===== config.mk =====
export PLATFORM = sky130hd
export DESIGN_NAME = fifo_rd_stream_flat
export DESIGN_NICKNAME = d
export VERILOG_FILES = /design/src/rtl/fifo_rd_stream_if.sv /design/src/rtl/fifo_rd_stream.sv /design/src/flat_wrapper.sv
export SDC_FILE = /design/constraint.sdc
export NUM_CORES = 1
export LEC_CHECK = 0
export BUFFER_PORTS_ARGS = -buffer_cell sky130_fd_sc_hd__clkbuf_2
export CORE_AREA = 2 2 56 58
export CTS_CLUSTER_SIZE = 12
export DETAILED_ROUTE_END_ITERATION = 10
export DIE_AREA = 0 0 58 60
export PLACE_DENSITY = 0.87
export SYNTH_ARGS = -nofsm -noshare
export SYNTH_HDL_FRONTEND = slang
export SYNTH_SLANG_ARGS = --single-unit

===== constraint.sdc =====
create_clock -name clk -period 5 [get_ports clk]
set_input_delay 0.5 -clock clk [delete_from_list [all_inputs] [get_ports clk]]
set_output_delay 0.5 -clock clk [all_outputs]
set_load 0.02 [all_outputs]

===== src/rtl/fifo_rd_stream_if.sv =====
// Signal bundle between the sync_fifo read port, the drainer and its valid/ready consumer.
// The master modport is the drainer's view; the slave modport is the view of the FIFO and consumer side.
interface fifo_rd_stream_if #(
  parameter int unsigned BITWID = 5
);
  logic              fifo_empty;
  logic              fifo_rd_en;
  logic [BITWID-1:0] fifo_rd_data;
  logic              fifo_rd_data_vld;
  logic              m_valid;
  logic              m_ready;
  logic [BITWID-1:0] m_data;

  modport master (
    input  fifo_empty, fifo_rd_data, fifo_rd_data_vld, m_ready,
    output fifo_rd_en, m_valid, m_data
  );

  modport slave (
    output fifo_empty, fifo_rd_data, fifo_rd_data_vld, m_ready,
    input  fifo_rd_en, m_valid, m_data
  );
endinterface


===== src/rtl/fifo_rd_stream.sv =====
// Drains sync_fifo into a valid/ready stream through a 2-entry skid buffer.
// FIFO pops are issued only when a buffer slot is guaranteed for the returning word.
module fifo_rd_stream #(
  parameter int unsigned BITWID = 5,
  parameter int unsigned CNTWID = 16
) (
  input  logic              clk,
  input  logic              rst,
  input  logic              en,
  fifo_rd_stream_if.master  bus,
  output logic [CNTWID-1:0] xfer_cnt,
  output logic              err
);
  localparam int unsigned BCW = 2;

  logic [BCW-1:0]    buf_cnt, buf_cnt_nxt;
  logic [BITWID-1:0] buf0, buf1, buf0_nxt, buf1_nxt;
  logic              inflight;
  logic              ign_vld;
  logic              m_valid_q;
  logic              err_nxt;
  logic [BCW-1:0]    occ;
  logic              pop, vld, capture, overflow, unexpected, rd_en;

  assign occ   = buf_cnt + BCW'(inflight);
  assign pop   = m_valid_q & bus.m_ready;
  assign rd_en = !rst & en & !bus.fifo_empty &
                 ((occ < BCW'(2)) | ((occ == BCW'(2)) & pop));

  assign bus.fifo_rd_en = rd_en;
  assign bus.m_valid    = m_valid_q;
  assign bus.m_data     = buf0;

  // Classify the returning word, then shift/append the in-order buffer (buf0 is the head).
  always_comb begin
    vld         = bus.fifo_rd_data_vld & !ign_vld;
    unexpected  = vld & !inflight;
    overflow    = vld & inflight & (buf_cnt == BCW'(2)) & !pop;
    capture     = vld & inflight & !overflow;
    buf0_nxt    = buf0;
    buf1_nxt    = buf1;
    buf_cnt_nxt = buf_cnt;
    err_nxt     = err | unexpected | overflow;
    case ({capture, pop})
      2'b01: begin
        buf0_nxt    = buf1;
        buf_cnt_nxt = buf_cnt - BCW'(1);
      end
      2'b10: begin
        if (buf_cnt == BCW'(0)) buf0_nxt = bus.fifo_rd_data;
        else                    buf1_nxt = bus.fifo_rd_data;
        buf_cnt_nxt = buf_cnt + BCW'(1);
      end
      2'b11: begin
        if (buf_cnt == BCW'(1)) begin
          buf0_nxt = bus.fifo_rd_data;
        end else begin
          buf0_nxt = buf1;
          buf1_nxt = bus.fifo_rd_data;
        end
      end
      default: ;
    endcase
  end

  // ign_vld masks a stale return from a pop issued before reset.
  always_ff @(posedge clk) begin
    if (rst) begin
      buf_cnt   <= '0;
      buf0      <= '0;
      buf1      <= '0;
      inflight  <= 1'b0;
      ign_vld   <= 1'b1;
      m_valid_q <= 1'b0;
      xfer_cnt  <= '0;
      err       <= 1'b0;
    end else begin
      buf_cnt   <= buf_cnt_nxt;
      buf0      <= buf0_nxt;
      buf1      <= buf1_nxt;
      inflight  <= rd_en;
      ign_vld   <= 1'b0;
      m_valid_q <= (buf_cnt_nxt != BCW'(0));
      xfer_cnt  <= xfer_cnt + CNTWID'(pop);
      err       <= err_nxt;
    end
  end
endmodule


===== src/flat_wrapper.sv =====
// flat-port wrapper written by rule: the top's interface ports become plain ports
module fifo_rd_stream_flat 
#(
  parameter int unsigned BITWID = 5,
  parameter int unsigned CNTWID = 16
)
  (clk, rst, en, xfer_cnt, err, bus_fifo_empty, bus_fifo_rd_data, bus_fifo_rd_data_vld, bus_m_ready, bus_fifo_rd_en, bus_m_valid, bus_m_data);
  fifo_rd_stream_if #(.BITWID(BITWID)) bus_i ();
  input  logic clk;
  input  logic rst;
  input  logic en;
  output logic [CNTWID-1:0] xfer_cnt;
  output logic err;
  input wire logic [$bits(bus_i.fifo_empty)-1:0] bus_fifo_empty;
  input wire logic [$bits(bus_i.fifo_rd_data)-1:0] bus_fifo_rd_data;
  input wire logic [$bits(bus_i.fifo_rd_data_vld)-1:0] bus_fifo_rd_data_vld;
  input wire logic [$bits(bus_i.m_ready)-1:0] bus_m_ready;
  output wire logic [$bits(bus_i.fifo_rd_en)-1:0] bus_fifo_rd_en;
  output wire logic [$bits(bus_i.m_valid)-1:0] bus_m_valid;
  output wire logic [$bits(bus_i.m_data)-1:0] bus_m_data;
  assign bus_i.fifo_empty = bus_fifo_empty;
  assign bus_i.fifo_rd_data = bus_fifo_rd_data;
  assign bus_i.fifo_rd_data_vld = bus_fifo_rd_data_vld;
  assign bus_i.m_ready = bus_m_ready;
  assign bus_fifo_rd_en = bus_i.fifo_rd_en;
  assign bus_m_valid = bus_i.m_valid;
  assign bus_m_data = bus_i.m_data;
  fifo_rd_stream #(.BITWID(BITWID), .CNTWID(CNTWID)) u_core (.clk(clk), .rst(rst), .en(en), .bus(bus_i), .xfer_cnt(xfer_cnt), .err(err));
endmodule

==> impl_metrics.py <==
metrics = {
    "outcome": {
        "status": "finished clean",
    },
    "grt": {
        "grt_pass1_wl_um": 4390,
        "grt_pass1_vias": 1034,
        "grt-ovfl-total": 0,
        "antenna_found_initial": 0,
        "gr-usage-all-layers_pct": 16.8,
        "grt_max_degree": 34,
    },
    "placed_design": {
        "dpl.hpwl_um": 2060,
        "gp_congestion": 0.819,
        "io_buffers": 34,
        "place_inst": 218,
    },
    "finish": {
        "fin_cells": 226,
        "fin_nets": 209,
        "syn_to_final_growth_pct": 15.9,
        "drive_above_1_share_pct": 24.9,
        "num_antenna_cells": 0,
    },
    "floorplanning": {
        "fp.coreArea_um2": 2900,
        "die_area_um2": 3480,
        "die_x_um": 58,
        "floorplan.initialDensity_pct": 51.4,
        "row_count": 20,
        "ioPinCount": 35,
        "die_h_um": 60,
    },
    "timing": {
        "fin_crit_sh_pct": 39.8,
        "final_hold_viol_count": 0,
        "period_minus_slack_ns": 1.99,
        "clock_skew_ns": 0.00559,
        "slew_headroom_pct": 55.1,
        "clock.fmax_mhz": 503,
        "setup_tns_ns": 0,
        "worst_pin_slew_ns": 0.674,
        "setup_viol": 0,
        "slew_violations": 0,
        "rsz0062_at_grt": "no",
    },
    "logic_synthesis": {
        "synthTopCellsByArea": "dfxtp_1 (43%), mux2i_1 (7.4%), nor2_1 (6.5%)",
        "synth_edf_count": 0,
        "synth_top_area_share_pct": 42.9,
        "yosysSeqAreaShare_pct": 42.9,
        "synth.distinct_cells": 38,
        "synthTopCellsByCount": "dfxtp_1 (32), nor2_1 (26), mux2i_1 (11), nand3_1 (7)",
        "synth_area_um2": 1490,
        "postSynthCellCount": 157,
        "synth.most_common_cell": "dfxtp_1",
        "yosys_most_used_dff": "dfxtp_1",
        "synth-warning-count": 0,
        "netlist.top_cell.by_area": "dfxtp_1",
        "synth_fp_nets": 174,
        "async_flop_share_pct": 0,
        "synth_seq_cells": 32,
        "syn_avg_cell_area_um2": 9.51,
    },
    "critical_path": {
        "crit_required_ns": 4.50,
        "crit_type": "in2out",
        "cp.arrival_ns": 1.49,
        "crit_fanout": 33,
        "start_kind": "input port",
        "reg2reg_slack_ns": 3.06,
        "endpoint_kind": "output port",
    },
    "detailed_routing": {
        "drc": 0,
        "met1Wirelength_um": 1290,
        "routed_via_density": 5.25,
        "drt-total-wl_um": 2720,
        "met3_length_um": 152,
        "dr.pass1.iters": 4,
        "vias": 1186,
        "ant_nets": 0,
        "routed-wl-met2_um": 1250,
        "highest-signal-layer": "met4",
        "drt-initial-drc-count": 18,
        "routedWlPerCell_um": 12.0,
    },
    "clocking": {
        "clkSlewWorstSetupHoldPaths_ns": 0.09,
        "hold_buffers": 0,
        "post-cts-setup-buffers": 0,
        "cts_tree": "done",
        "cts_buffers": 5,
        "cts-root-buf": "clkbuf_4",
        "clock_sinks": 32,
        "clkLatencyLatePin_ns": 0.33,
        "clockBufferDepth": 2,
        "htreeDepth": 2,
        "cts_resized": 0,
    },
    "power_and_ir_drop": {
        "power_density_nw_per_um2": 350,
        "fin_total_pwr_w": 0.000606,
        "p_leak_nw": 0.770,
        "ir_drop_v": 0.000281,
    },
    "flow_run": {
        "maxCapViolations": 0,
    },
    "worst_hold_path": {
        "hold_path_class": "in2reg",
    },
}
cells by family after synthesis:
kind of cell	after synthesis	synth area share, %
and+or+nand+nor	60	21.0
xor gates and xnor gates	11	6.45
adders and majority gates	6	5.03
muxes	13	8.89
AOI/OAI and AO/OA	23	12.0
buffers and inverters	12	3.69
DFF	32	42.9
placed cells by master (no fill, tap or decap), drive strengths merged, types with 2 or more instances in the layout:
master   n
a211oi   6
a21oi    5
and3     5
and3b    2
clkbuf  42
dfxtp   32
ha       6
inv      6
mux2     2
mux2i   11
nand2    6
nand3    7
nand4    3
nor2    26
nor2b    3
nor3b    2
o21ai    6
or3      2
xnor2    5
xor2     6
critical path, cell delays in order:
cell and delay [ns]:
clkbuf_2 0.52, nor2_1 0.12, and3_1 0.20, clkbuf_2 0.15
registers in the layout, summed over array words and instances, names as in the netlist:
signal,flops
u_core.buf1,5
u_core.buf_cnt,2
u_core.bus.m_data,5
u_core.bus.m_valid,1
u_core.err,1
u_core.ign_vld,1
u_core.inflight,1
u_core.xfer_cnt,16
cell type report:
| class | instances | area, µm² |
|---|---|---|
| repair buffers | 34 | 170 |
| well taps | 33 | 41.3 |
| inverters | 6 | 22.5 |
| fillers | 277 | 1170 |
| multi-input cells | 113 | 797 |
| flip-flops and latches | 32 | 641 |
| clock buffers | 8 | 58.8 |
per-stage QoR:
| step | setup slack, ns | cell area [µm²] | hold slack [ns] | util, % |
|---|---|---|---|---|
| 5_1_grt | 2.84 | 1730 | 0.408 | 59.6 |
| 2_1_floorplan | 3.11 | 1490 | 0.463 | - |
| 4_1_cts | 2.99 | 1730 | 0.415 | 59.6 |
| 3_3_place_gp | 2.95 | 1670 | 0.469 | 57.6 |
| 6_report | 3.01 | 1730 | 0.419 | 59.6 |
| 3_5_place_dp | 2.87 | 1670 | 0.475 | 57.6 |
layer usage:
layer / track usage (%) / up-vias
met4: 4.98 / 0
met5: 0 / -
met3: 6.93 / 3
li1: - / 618
met2: 28.6 / 31
met1: 19.5 / 534
worst paths after layout:
kind	cells past startpoint	startpoint	to
setup / recovery	4	rst	bus_fifo_rd_en
hold / removal	3	bus_fifo_rd_data[0]	u_core.buf1[0]
setup reg to reg	8	u_core.bus.m_valid	u_core.xfer_cnt[12]
hold reg to reg	2	u_core.err	u_core.err
report_power, final:
| part | leakage, nW | switching, W | internal, W |
|---|---|---|---|
| registers | 0.260 | 0.0000203 | 0.000279 |
| logic | 0.477 | 0.0000948 | 0.0000637 |
| clock network | 0.0326 | 0.0000795 | 0.0000693 |
| total | 0.770 | 0.000195 | 0.000412 |
(Power assumes the default switching activity.)
